**src/rtl/score_counter_if.sv**
```systemverilog
// rtl/score_counter_if.sv - clear-event handshake between playfield logic and score counter
interface score_counter_if;
  logic       clear_valid;
  logic [2:0] clear_lines;
  logic       clear_ready;

  modport master (output clear_valid, output clear_lines, input clear_ready);
  modport slave  (input clear_valid, input clear_lines, output clear_ready);
endinterface

```
**src/rtl/score_counter.sv**
```systemverilog
// rtl/score_counter.sv - BCD score accumulator with saturation and speed level
module score_counter #(
  parameter logic [3:0] POINTS_1 = 4'd1,
  parameter logic [3:0] POINTS_2 = 4'd3,
  parameter logic [3:0] POINTS_3 = 4'd5,
  parameter logic [3:0] POINTS_4 = 4'd8
) (
  input  logic                clk,
  input  logic                rst,
  input  logic                pause,
  score_counter_if.slave      clear,
  output logic [3:0]          score1,
  output logic [3:0]          score2,
  output logic [3:0]          score3,
  output logic [3:0]          score4,
  output logic [2:0]          level,
  output logic                level_up,
  output logic                busy,
  output logic                saturated
);
  typedef enum logic {IDLE, ADD} state_t;

  state_t          state, state_d;
  logic [3:0]      pending, pending_d;
  logic [3:0][3:0] digits, digits_d, digits_inc;
  logic            saturated_d;
  logic            carry;
  logic            at_max;
  logic [2:0]      level_calc;
  logic [3:0]      points;
  logic            lines_ok;

  assign score1 = digits[0];
  assign score2 = digits[1];
  assign score3 = digits[2];
  assign score4 = digits[3];
  assign busy   = (state == ADD);
  assign at_max = (digits == 16'h9999);

  always_comb begin
    points   = 4'd0;
    lines_ok = 1'b1;
    case (clear.clear_lines)
      3'd1:    points = POINTS_1;
      3'd2:    points = POINTS_2;
      3'd3:    points = POINTS_3;
      3'd4:    points = POINTS_4;
      default: lines_ok = 1'b0;
    endcase
  end

  // Ripple increment: a digit at 9 wraps to 0 and passes the carry upward
  always_comb begin
    digits_inc = digits;
    carry      = 1'b1;
    for (int i = 0; i < 4; i++) begin
      if (carry) begin
        if (digits[i] == 4'd9) begin
          digits_inc[i] = 4'd0;
        end else begin
          digits_inc[i] = digits[i] + 4'd1;
          carry         = 1'b0;
        end
      end
    end
  end

  always_comb begin
    if (digits[3] != 4'd0 || digits[2] != 4'd0 || digits[1] >= 4'd5)
      level_calc = 3'd5;
    else
      level_calc = digits[1][2:0];
  end

  always_comb begin
    clear.clear_ready = (state == IDLE) && !pause;
    state_d           = state;
    pending_d         = pending;
    digits_d          = digits;
    saturated_d       = saturated;
    if (!pause) begin
      case (state)
        IDLE: begin
          // Out-of-range line counts and post-saturation events are taken but ignored
          if (clear.clear_valid && lines_ok && !saturated) begin
            pending_d = points;
            state_d   = ADD;
          end
        end
        ADD: begin
          if (at_max) begin
            saturated_d = 1'b1;
            pending_d   = 4'd0;
            state_d     = IDLE;
          end else begin
            digits_d  = digits_inc;
            pending_d = pending - 4'd1;
            if (pending <= 4'd1)
              state_d = IDLE;
          end
        end
        default: state_d = IDLE;
      endcase
    end
  end

  always_ff @(posedge clk) begin
    if (rst) begin
      state     <= IDLE;
      pending   <= 4'd0;
      digits    <= '0;
      saturated <= 1'b0;
      level     <= 3'd0;
      level_up  <= 1'b0;
    end else begin
      state     <= state_d;
      pending   <= pending_d;
      digits    <= digits_d;
      saturated <= saturated_d;
      if (pause) begin
        level_up <= 1'b0;
      end else begin
        level    <= level_calc;
        level_up <= (level_calc > level);
      end
    end
  end
endmodule
```
**src/flat_wrapper.sv**
```systemverilog
// flat-port wrapper written by rule: the top's interface ports become plain ports
module score_counter_flat 
#(
  parameter logic [3:0] POINTS_1 = 4'd1,
  parameter logic [3:0] POINTS_2 = 4'd3,
  parameter logic [3:0] POINTS_3 = 4'd5,
  parameter logic [3:0] POINTS_4 = 4'd8
)
  (clk, rst, pause, score1, score2, score3, score4, level, level_up, busy, saturated, clear_clear_valid, clear_clear_lines, clear_clear_ready);
  score_counter_if clear_i ();
  input  logic clk;
  input  logic rst;
  input  logic pause;
  output logic [3:0] score1;
  output logic [3:0] score2;
  output logic [3:0] score3;
  output logic [3:0] score4;
  output logic [2:0] level;
  output logic level_up;
  output logic busy;
  output logic saturated;
  input wire logic [$bits(clear_i.clear_valid)-1:0] clear_clear_valid;
  input wire logic [$bits(clear_i.clear_lines)-1:0] clear_clear_lines;
  output wire logic [$bits(clear_i.clear_ready)-1:0] clear_clear_ready;
  assign clear_i.clear_valid = clear_clear_valid;
  assign clear_i.clear_lines = clear_clear_lines;
  assign clear_clear_ready = clear_i.clear_ready;
  score_counter #(.POINTS_1(POINTS_1), .POINTS_2(POINTS_2), .POINTS_3(POINTS_3), .POINTS_4(POINTS_4)) u_core (.clk(clk), .rst(rst), .pause(pause), .clear(clear_i), .score1(score1), .score2(score2), .score3(score3), .score4(score4), .level(level), .level_up(level_up), .busy(busy), .saturated(saturated));
endmodule
```
**config.mk**
```make
export PLATFORM = sky130hd
export DESIGN_NAME = score_counter_flat
export DESIGN_NICKNAME = d
export VERILOG_FILES = /design/src/rtl/score_counter_if.sv /design/src/rtl/score_counter.sv /design/src/flat_wrapper.sv
export SDC_FILE = /design/constraint.sdc
export NUM_CORES = 1
export LEC_CHECK = 0
export ABC_AREA = 1
export BUFFER_PORTS_ARGS = -buffer_cell sky130_fd_sc_hd__buf_4
export CORE_UTILIZATION = 45
export DETAILED_ROUTE_END_ITERATION = 10
export HOLD_SLACK_MARGIN = 0.12
export PLACE_DENSITY_LB_ADDON = 0.05
export REMOVE_ABC_BUFFERS = 1
export SLEW_MARGIN = 20
export SYNTH_ARGS = -nofsm -noshare
export SYNTH_HDL_FRONTEND = slang
export SYNTH_SLANG_ARGS = --single-unit
```
**constraint.sdc**
```tcl
create_clock -name clk -period 4.3 [get_ports clk]
set_input_delay 0.645 -clock clk [delete_from_list [all_inputs] [get_ports clk]]
set_output_delay 0.645 -clock clk [all_outputs]
set_load 0.01 [all_outputs]
```
=== Yosys cells after proc, flatten, opt, wreduce, memory -nomap -nowiden ===
Cells that the tools add are included.

* Muxes and demuxes: 19
* $add $sub $neg: 5
* Order comparisons: 3
* Bitwise logic cells: 3
* Eq/ne operators: 10
* Reductions and logical operators: 17

{| class="wikitable"
|+ Operators by type and width
! kind !! number
|-
| two-way mux 4 bit || 6
|-
| adder 4 x 1 -> 4 bit (second input constant) || 4
|-
| equality test 16 bit (second input constant) || 1
|-
| equality test 4 bit (second input constant) || 4
|-
| case mux 4 bit (4 select lines) || 1
|-
| AND reduction 4 bit || 3
|-
| two-way mux 1 bit || 9
|-
| case mux 4 bit (2 select lines) || 1
|-
| nonzero test 4 bit || 2
|-
| equality test 3 x 2 -> 1 bit (second input constant) || 2
|-
| AND reduction 3 bit || 2
|-
| greater-or-equal comparator 4 x 3 -> 1 bit (second input constant) || 1
|-
| <= comparator 4 x 1 -> 1 bit (second input constant) || 1
|-
| OR reduction 4 bit || 1
|-
| subtractor 4 x 1 -> 4 bit (second input constant) || 1
|-
| equality test 3 x 1 -> 1 bit (second input constant) || 1
|-
| equality test 3 bit (second input constant) || 1
|-
| greater-than comparator 3 bit || 1
|-
| logical AND 1 bit || 3
|-
| two-way mux 3 bit || 1
|-
| inverter 1 bit || 3
|-
| zero test 1 bit || 2
|-
| logical OR 1 bit || 2
|-
| != test 2 bit (second input constant) || 1
|-
| other kinds (3) || 3
|}

* Output and inout bits: 23
* Logic and storage cells: 66
* Bits of input ports: 7
* Flip-flop bits (word level): 26

=== Depth between registers and ports, before layout ===
Gate-level depths: netlist (run 1).

* Word-level depth: 7
* Mapped depth: 12
* Mapped depth without buffers: 12

=== Worst setup path before layout (run 1) ===
No wires, ideal clock.

* Path kind: reg-to-reg
* From: register u_core.digits (netlist bit u_core.score2[0])
* To: register u_core.level_up
* Arrival: 1.537 ns
* Required time: 4.173 ns
* Path buffers: 0
* Cell stages (with the launch flop): 13
* Clock period less this slack: 1.664 ns
* Slack: 2.636 ns
* Cells stage by stage: dfxtp_1 > inv_1 > a21oi_1 > nor2_1 > nand2_1 > inv_1 > nand2_1 > inv_1 > ha_1 > nand2_1 > nor2_1 > a211oi_1 > a311oi_1

* Longest elaborated chain between the ends: 4

{| class="wikitable"
|+ Ends and longest elaborated chain
! what !! line !! RTL
|-
| start: declaration || score_counter.sv:25 || <nowiki>logic [3:0][3:0] digits, digits_d, digits_inc;</nowiki>
|-
| start signal: assignment || score_counter.sv:118 || <nowiki>digits <= digits_d;</nowiki>
|-
| greater-or-equal comparator 4 x 3 -> 1 bit || score_counter.sv:69 || <nowiki>if (digits[3] != 4'd0 || digits[2] != 4'd0 || digits[1] >= 4'd5)</nowiki>
|-
| logical OR 1 bit || score_counter.sv:69 ||
|-
| two-way mux 3 bit || score_counter.sv:69 ||
|-
| named net u_core.level_calc[1] || score_counter.sv:29 || <nowiki>logic [2:0] level_calc;</nowiki>
|-
| greater-than comparator 3 bit || score_counter.sv:124 || <nowiki>level_up <= (level_calc > level);</nowiki>
|-
| end signal: assignment || score_counter.sv:124 ||
|-
| end: declaration || score_counter.sv:17 || <nowiki>output logic level_up,</nowiki>
|}

The timed path passes the listed nets, and every way through them passes these cells.
A chain may end at the register's enable or synchronous reset.

=== Worst setup path after layout (run 1) ===
* From: register u_core.state, in the netlist u_core.busy
* To: register u_core.digits (netlist bit u_core.score1[3])

* Longest elaborated chain between the ends: 1

{| class="wikitable"
|+ Ends and longest elaborated chain
! what !! line !! RTL
|-
| start: declaration || score_counter.sv:23 || <nowiki>state_t state, state_d;</nowiki>
|-
| start signal: assignment || score_counter.sv:116 || <nowiki>state <= state_d;</nowiki>
|-
| AND reduction 3 bit (no line) || -- ||
|}

Every way passes these cells.

==> out/qor.csv, run 1 <==
metric,value,unit
rsz0062_at_grt,false,
drt-vias-per-instance,4.978,
root_buffer,clkbuf_4,
wl_per_cell,10.93,um
power.density,218.9,mW/mm2
post_synth_num_cell_types,28,
synth_seq_cells,26,
status,"finished, final reports clean",
multi_input_area,920.9,um2
crit_fanout,11,
crit_family,simple AND/OR/NAND/NOR gates,
setup_tns,0,ps
dr_total_vias,1568,
area_growth,18.00,%
fin_nets,283,
dp_hpwl,2.653,mm
fin_ws,2268,ps
place.port_buffers,29,
drt_iter0_markers,83,
synth-edff-count,0,
htreeDepth,1,
totalWireLength,3.442,mm
ant_nets,0,
cp-end-kind,flop,
cts_buffers,3,
yosysMostFrequentCell,nand2_1,
skew,2.821,ps
drive_gt1_share,18.22,%
core,0.003363,mm2
crit_required,4560,ps
synthTopCellsByArea,"dfxtp_1, nand2_1, a21oi_1",
crit_type,reg2reg,
tightestPinTransition,700.3,ps
cts_tree,yes,
startpoint_type,flop,
critPathMostFrequentCell,a21oi_1,
hold_ws,515.3,ps
p_leak,0.8842,nW
cp_num_buf_inv,2,
finalCritPeriodShare,47.26,%
synth_top_area_share,32.83,%
critical_path.cell_chain,inv_2 -> nor2_1 -> inv_1 -> a21oi_1 -> nand2_1 -> a21oi_1,
min_period,2032,ps
cp.arrival,2290,ps
seq_area,520.5,um2
finalHoldViolCount,0,
yosysTopAreaCell,dfxtp_1,
grt_pass1_wl,5.706,mm
antenna_found_initial,0,
dieArea,0.003764,mm2
max_cap_violations,0,
slew_violations,0,
die_h,61.36,um
io_pins,30,
critPathMaxStageDelay,560,ps
syn-cell-area,0.001585,mm2
max_freq,0.4921,GHz
synth.avg_cell_area,6.605,um2
ys_seq_area_share,32.83,%
synth_common_cells,"nand2_1, inv_1, nor2_1",
grt_pass1_vias,1337,
yosys_warnings,0,
hold_buffers,0,
initial_core_util,47.14,%
cts_resized,0,
post_cts_buffers,0,
fillerInstances,358,
gp_congestion,0.8259,
preCtsSetupSlack,2168,ps
clkSinkCount,26,
dr.pass1.iters,4,
grtUsageTotal,20.29,%
min_path_type,reg2reg,
ir_worst_vdd,0.0001166,V
num_rows,21,
synthCells,240,
finalSetupViolations,0,
async_reset_ff_share,0,%
clock_latency,320,ps
cts_buffer_depth,2,
grt_overflow_total,0,
n_antenna_cell,0,
clk_pin_slew,140,ps
ys.flop_type,dfxtp_1,
drc,0,
grt_max_degree,16,
crit_path_top_delay_cell,nor2_1,
slew_headroom,53.14,%
die_w,61.36,um
==> routing by layer <==
| layer | track usage (%) | vias up | part of all wire, % |
|---|---|---|---|
| li1 | - | 845 | - |
| met1 | 27.80 | 687 | 50 |
| met2 | 32.61 | 34 | 46 |
| met3 | 3.361 | 2 | 3.5 |
| met4 | 6.667 | 0 | 0.61 |
| met5 | 0 | - | 0 |
==> flip-flops by register name (all words and copies together) (netlist names) <==
name / count
u_core.score4: 4
u_core.level_up: 1
u_core.level: 3
u_core.score3: 4
u_core.saturated: 1
u_core.score2: 4
u_core.busy: 1
u_core.score1: 4
u_core.pending: 4
==> logic make-up after synthesis <==
logic type                 share of synthesized area, %
xor gates and xnor gates                          2.210
and+or+nand+nor                                   37.65
adders and majority gates                         3.946
DFF                                               32.83
AOI/OAI and AO/OA                                 14.29
buffers and inverters                             9.076
==> placed cells by master, fill, tap and decap left out, drive strengths merged <==
cell type  netlist  final
inv             35     35
a311oi           1      1
nand3b           1      1
dfxtp           26     26
nand3           17     17
o21a             1      1
ha               5      5
nand2           60     60
xor2             3      3
clkbuf           2      3
buf              1     29
o31ai            1      1
o21ai           14     14
nand4           11     11
nor3             3      3
nor2            32     32
a21oi           25     25
a211oi           1      1
xnor2            1      1
==> layout make-up <==
cell class | count | share of cell area [%]
clock buffer | 3 | 1.204
timing repair buffer | 29 | 11.64
multi-input combinational | 176 | 49.23
sequential | 26 | 27.83
tap | 46 | 3.077
inverter | 35 | 7.023
==> worst register-to-register path, stage by stage, from the launching register on <==
cell,delay (ps)
dfxtp_1,520
inv_2,150
nor2_1,570
inv_1,230
a21oi_1,300
nand2_1,90
a21oi_1,130
==> worst paths after layout <==
path                            startpoint  slack [ps]  cells past startpoint                       endpoint
max               u_core.busy$_SDFFE_PP0N_        2270                      6  u_core.score1[3]$_SDFFE_PP0P_
min          u_core.score1[2]$_SDFFE_PP0P_         520                      2  u_core.score1[2]$_SDFFE_PP0P_
max reg2reg       u_core.busy$_SDFFE_PP0N_        2270                      6  u_core.score1[3]$_SDFFE_PP0P_
min reg2reg  u_core.score1[2]$_SDFFE_PP0P_         520                      2  u_core.score1[2]$_SDFFE_PP0P_
==> where the power goes <==
| group | internal [mW] | total [mW] | switching [mW] |
|---|---|---|---|
| Clock | 0.0328 | 0.105 | 0.0717 |
| Sequential | 0.247 | 0.252 | 0.00560 |
| Combinational | 0.0219 | 0.0528 | 0.0309 |
==> metrics by stage <==
step	total power [mW]	cell area, um2	utilization (%)	instances
final	0.4095	1871	55.62	315
after global routing	0.4322	1871	55.62	315
after CTS	0.4147	1871	55.62	315
after detailed placement	0.3104	1848	54.95	312
after global placement	0.3098	1848	54.95	312
after floorplan	0.2894	1573	-	237
Note: power is estimated with default switching activity, not from simulation.
==> run 2: changes to the inputs <==
==> constraint.sdc (replaced) <==
create_clock -name clk -period 2.1 [get_ports clk]
set_input_delay 0.315 -clock clk [delete_from_list [all_inputs] [get_ports clk]]
set_output_delay 0.315 -clock clk [all_outputs]
set_load 0.01 [all_outputs]
==> run 2 against run 1 <==
Net effect: critical path depth is 5 higher; non-clock buffer count increased by 2; via count shrank 0.38%; sequential power increased by 100%; wire length grew 0.67%; sequential cell count did not move; highest routed layer unchanged.
==> out/qor.csv, run 2 (same netlist as run 1, synthesis figures left out) <==
metric,value,unit,change
combPwrFrac,12.2,%,-0.7 points
cts_buffers,3,,unchanged
fillerInstances,380,,+6.1%
drc,0,,unchanged
clkSinkCount,26,,unchanged
crit_required,2340,ps,-2220 ps
drt_iter0_markers,96,,+16%
cts_resized,0,,unchanged
grt_overflow_total,0,,unchanged
place.port_buffers,29,,unchanged
dp_hpwl,2.637,mm,-0.59%
slew_headroom,71.14,%,+18 points
root_buffer,clkbuf_4,,
cts_buffer_depth,2,,unchanged
clock_latency,330,ps,about the same
io_pins,30,,unchanged
status,"finished, final reports clean",,
post_dp_cell_area,0.001863,mm2,+0.81%
htreeDepth,1,,unchanged
finalHoldViolCount,0,,unchanged
dr_total_vias,1562,,-0.38%
clk_pin_slew,160,ps,+20 ps
die_h,61.36,um,unchanged
startpoint_type,flop,,
mostFrequentLayoutCells,"nand2_1, inv_1, buf_4",,
wl_per_cell,10.90,um,-0.28%
fin_nets,285,,+0.71%
dieArea,0.003764,mm2,unchanged
setup_tns,0,ps,unchanged
antenna_found_initial,0,,unchanged
crit_type,reg2reg,,
p_leak,0.9023,nW,+2.0%
final_common_cell,nand2_1,,
critical_path.cell_chain,inv_1 -> nand4_1 -> nor3_1 -> nand2_1 -> inv_1 -> nand2_1 -> ha_1 -> nand2_1 -> nor2_1 -> a211oi_1 -> a311oi_1,,
r2r-start,u_core.score3[0]$_SDFFE_PP0P_,,
hp-start,rst,,
ir_worst_vdd,0.0002037,V,+75%
max_freq,0.5583,GHz,+13%
tightestPinTransition,432.4,ps,-267.9 ps
critPathMostFrequentCell,nand2_1,,
p_clk_share,29.9,%,+4.4 points
internal_power,657.0,uW,+120%
ant_nets,0,,unchanged
cp-startpoint,u_core.score3[0]$_SDFFE_PP0P_,,
num_rows,21,,unchanged
cp.arrival,2030,ps,-260 ps
slew_violations,0,,unchanged
crit_fanout,5,,-6
initial_core_util,47.14,%,unchanged
p_switching,233.3,uW,+120%
hold_buffers,0,,unchanged
drive_gt1_share,19.12,%,+0.90 points
cp-end-kind,flop,,
max_cap_violations,0,,unchanged
finalPower,890.3,uW,+120%
finalCritPeriodShare,85.29,%,+38 points
cts_tree,yes,,
critPathMaxStageDelay,370,ps,-190 ps
grt_pass1_vias,1285,,-3.9%
dr.pass1.iters,4,,unchanged
n_antenna_cell,0,,unchanged
die_w,61.36,um,unchanged
skew,15.63,ps,+12.81 ps
crit_path_top_delay_cell,dfxtp_1,,
finalInstanceArea,0.001899,mm2,+1.5%
area_growth,19.81,%,
grt_max_degree,16,,unchanged
grtUsageTotal,19.70,%,-0.59 points
min_period,1791,ps,-241.2 ps
gp_congestion,0.8465,,+2.5%
post_cts_buffers,0,,unchanged
p_seq_share,58.0,%,-3.6 points
power.density,468.8,mW/mm2,+110%
swShare,26.20,%,-0.21 points
drt-vias-per-instance,4.912,,-1.3%
min_path_type,in2reg,,
totalWireLength,3.465,mm,+0.67%
rsz0062_at_grt,false,,
grt_pass1_wl,5.568,mm,-2.4%
core,0.003363,mm2,unchanged
finalSetupViolations,0,,unchanged
## run 2: changes by cell type in the layout (fill, tap and decap cells not counted)
cell / before / now
clkbuf_8: 0 / 1
buf_4: 29 / 31
## run 2: routing by layer
layer	vias up	GRT usage [%]	routed length, um
met5	-	0	0
met4	0	5.714	29
met3	4	2.521	86
met2	28	29.50	1514
met1	685	29.53	1835
li1	845	-	-
## run 2: through the flow
stage | hold slack [ps] | instances | setup WS [ps] | util, %
2_1_floorplan | 384.1 | 237 | 435.6 | -
6_report | 252.8 | 318 | 308.9 | 56.47
4_1_cts | 252.8 | 318 | 341.0 | 56.47
5_1_grt | 230.6 | 318 | 71.46 | 56.47
3_3_place_gp | 485.6 | 314 | 436.8 | 55.39
3_5_place_dp | 490.0 | 314 | 375.1 | 55.39
## run 2: power by group through the flow
stage	sequential (mW)	clock, mW	combinational (mW)
final	0.516	0.266	0.108
after global routing	0.519	0.300	0.125
after CTS	0.516	0.272	0.109
after detailed placement	0.527	0	0.109
after global placement	0.527	0	0.108
after floorplan	0.527	0	0.0651
## run 2: worst max-delay path: cells and delay by family (launching register included)
kind	cells	cell delay, ps
buffers and inverters	2	210
flip-flops	1	370
adder cells (fa/ha/maj)	1	310
AO/OA/AOI/OAI	2	240
AND/OR/NAND/NOR	6	570
## run 2: worst paths after layout
path | depth (start not counted) | endpoint | slack [ps]
min | 2 | u_core.score1[1]$_SDFFE_PP0P_ | 250
min reg2reg | 2 | u_core.score2[2]$_SDFFE_PP0P_ | 510
max reg2reg | 11 | u_core.level_up$_SDFF_PP0_ | 310
max | 11 | u_core.level_up$_SDFF_PP0_ | 310
## run 2: area by class of cell
cell class                 count  area (um2)  area share (%)
sequential                    26       520.5           27.40
timing repair buffer          31       232.7           12.25
tap                           46       57.56           3.030
clock buffer                   4       36.28           1.910
inverter                      35       131.4           6.917
multi-input combinational    176       920.9           48.48
==> run 3: changes to the inputs <==
--- a/config.mk
+++ b/config.mk
@@ -7,7 +7,10 @@
 export LEC_CHECK = 0
 export ABC_AREA = 1
 export BUFFER_PORTS_ARGS = -buffer_cell sky130_fd_sc_hd__buf_4
-export CORE_UTILIZATION = 45
+export CELL_PAD_IN_SITES_DETAIL_PLACEMENT = 1
+export CELL_PAD_IN_SITES_GLOBAL_PLACEMENT = 1
+export CORE_UTILIZATION = 38
+export CTS_CLUSTER_SIZE = 28
 export DETAILED_ROUTE_END_ITERATION = 10
 export HOLD_SLACK_MARGIN = 0.12
 export PLACE_DENSITY_LB_ADDON = 0.05
==> run 3 against run 2 <==
Net effect: global-route usage is 0.87 points higher; via count up 5.3%; utilization fell by 8.2 points; highest routed layer unchanged; critical endpoint unchanged; final cell count increased by 1.6%.
==> out/qor.csv, run 3 (same netlist as run 1, synthesis figures left out) <==
metric,value,unit,change
grt_pass1_wl,7.065,mm,+27%
crit_fanout,5,,unchanged
finalSetupViolations,0,,unchanged
grtUsageTotal,20.57,%,+0.87 points
max_freq,0.5625,GHz,+0.75%
slew_headroom,71.18,%,about the same
reg2regPathDepth,11,,unchanged
post_cts_buffers,0,,unchanged
n_antenna_cell,0,,unchanged
power.density,499.0,mW/mm2,+6.4%
crit_type,reg2reg,,
core,0.004000,mm2,+19%
cts_buffers,3,,unchanged
ant_nets,0,,unchanged
drc,0,,unchanged
hold_path_end,u_core.pending[3]$_SDFFE_PP0P_,,
final_common_cell,nand2_1,,
startpoint_type,flop,,
r2r-end,u_core.level_up$_SDFF_PP0_,,
grt_max_degree,16,,unchanged
min_path_type,in2reg,,
die_h,66.59,um,+8.5%
r2r-start,u_core.score3[0]$_SDFFE_PP0P_,,
cts_buffer_depth,2,,unchanged
grt_overflow_total,0,,unchanged
area_growth,21.78,%,
clock_latency,280,ps,-50 ps
clk_pin_slew,100,ps,-60 ps
dr_total_vias,1645,,+5.3%
seq_area,520.5,um2,unchanged
reg2reg_slack,320,ps,about the same
cp-end-kind,flop,,
setup_tns,0,ps,unchanged
hold_buffers,0,,unchanged
die_w,66.59,um,+8.5%
htreeDepth,1,,unchanged
hp-start,rst,,
crit_required,2290,ps,-50 ps
clkSinkCount,26,,unchanged
io_pins,30,,unchanged
dr.pass1.iters,4,,unchanged
drt_iter0_markers,34,,-65%
cts_tree,yes,,
ir_worst_vdd,0.0002184,V,+7.2%
num_rows,23,,+9.5%
cts_resized,0,,unchanged
drive_gt1_share,19.41,%,+0.30 points
multi_input_area,920.9,um2,unchanged
rsz0062_at_grt,false,,
fin_util,48.26,%,-8.2 points
max_cap_violations,0,,unchanged
fin_nets,286,,+0.35%
grt_pass1_vias,1579,,+23%
finalHoldViolCount,0,,unchanged
fillerInstances,548,,+44%
finalCritPeriodShare,84.66,%,-0.63 points
drt-vias-per-instance,5.093,,+3.7%
skew,5.832,ps,-9.797 ps
slew_violations,0,,unchanged
root_buffer,clkbuf_8,,
dp_hpwl,3.233,mm,+23%
wl_per_cell,12.84,um,+18%
cp.arrival,1970,ps,-60 ps
gp_congestion,0.7898,,-6.7%
min_period,1778,ps,-13.29 ps
hold_path_depth,2,,unchanged
p_leak,0.9154,nW,+1.5%
initial_core_util,39.63,%,-7.5 points
status,"finished, final reports clean",,
antenna_found_initial,0,,unchanged
mostFrequentLayoutCells,"nand2_1, buf_4, inv_1",,
tightestPinTransition,431.8,ps,-0.6744 ps
place.port_buffers,29,,unchanged
totalWireLength,4.147,mm,+20%
dieArea,0.004434,mm2,+18%
==> run 3: cell count changes in the layout (fill, tap and decap cells not counted), sizes merged <==
cell / previous run / this run
buf: 31 / 32
==> run 3: power by group <==
group,internal [mW],total (mW),switching (mW),leakage (nW)
Sequential,0.504,0.514,0.00950,0.211
Combinational,0.0473,0.114,0.0669,0.676
Clock,0.168,0.335,0.167,0.0288
==> run 3: how the worst max path moves through the flow <==
stage                                  startpoint                          to  cells past startpoint
floorplan           u_core.score2[0]$_SDFFE_PP0P_  u_core.level_up$_SDFF_PP0_                     12
global placement    u_core.score3[0]$_SDFFE_PP0P_  u_core.level_up$_SDFF_PP0_                     11
detailed placement  u_core.score3[0]$_SDFFE_PP0P_  u_core.level_up$_SDFF_PP0_                     11
CTS                 u_core.score3[0]$_SDFFE_PP0P_  u_core.level_up$_SDFF_PP0_                     11
global route        u_core.score2[2]$_SDFFE_PP0P_  u_core.level_up$_SDFF_PP0_                     12
finish              u_core.score3[0]$_SDFFE_PP0P_  u_core.level_up$_SDFF_PP0_                     11
==> run 3: layout make-up <==
class,count,share of cell area [%]
tap,50,3.240
sequential,26,26.96
multi-input combinational,176,47.70
clock buffer,4,2.852
timing repair buffer,32,12.44
inverter,35,6.805
==> run 3: critical path, stage by stage (launching register included) <==
cell and delay [ps]:
dfxtp_1 360, inv_1 120, nand4_1 120, nor3_1 150
nand2_1 90, inv_1 100, nand2_1 60, ha_1 310
nand2_1 60, nor2_1 80, a211oi_1 50, a311oi_1 200
==> run 3: through the flow <==
step / power [mW] / hold WS (ps) / cell area, um2 / cells / worst slack, ps
floorplan: 0.5925 / 384.1 / 1573 / 237 / 435.6
finish: 0.9633 / 332.2 / 1931 / 323 / 322.2
global placement: 0.6392 / 484.1 / 1876 / 319 / 406.9
global route: 1.013 / 328.2 / 1931 / 323 / 83.21
CTS: 0.9776 / 328.2 / 1931 / 323 / 297.0
detailed placement: 0.6410 / 490.1 / 1876 / 319 / 315.1
==> run 3: per-layer routing <==
metal  vias up  global-route usage (%)  routed length, um
met5         -                       0                  0
met4         0                   5.851                 48
met3         5                   3.082                139
met2        28                   36.24               1944
met1       765                   25.54               2013
li1        847                       -                  -
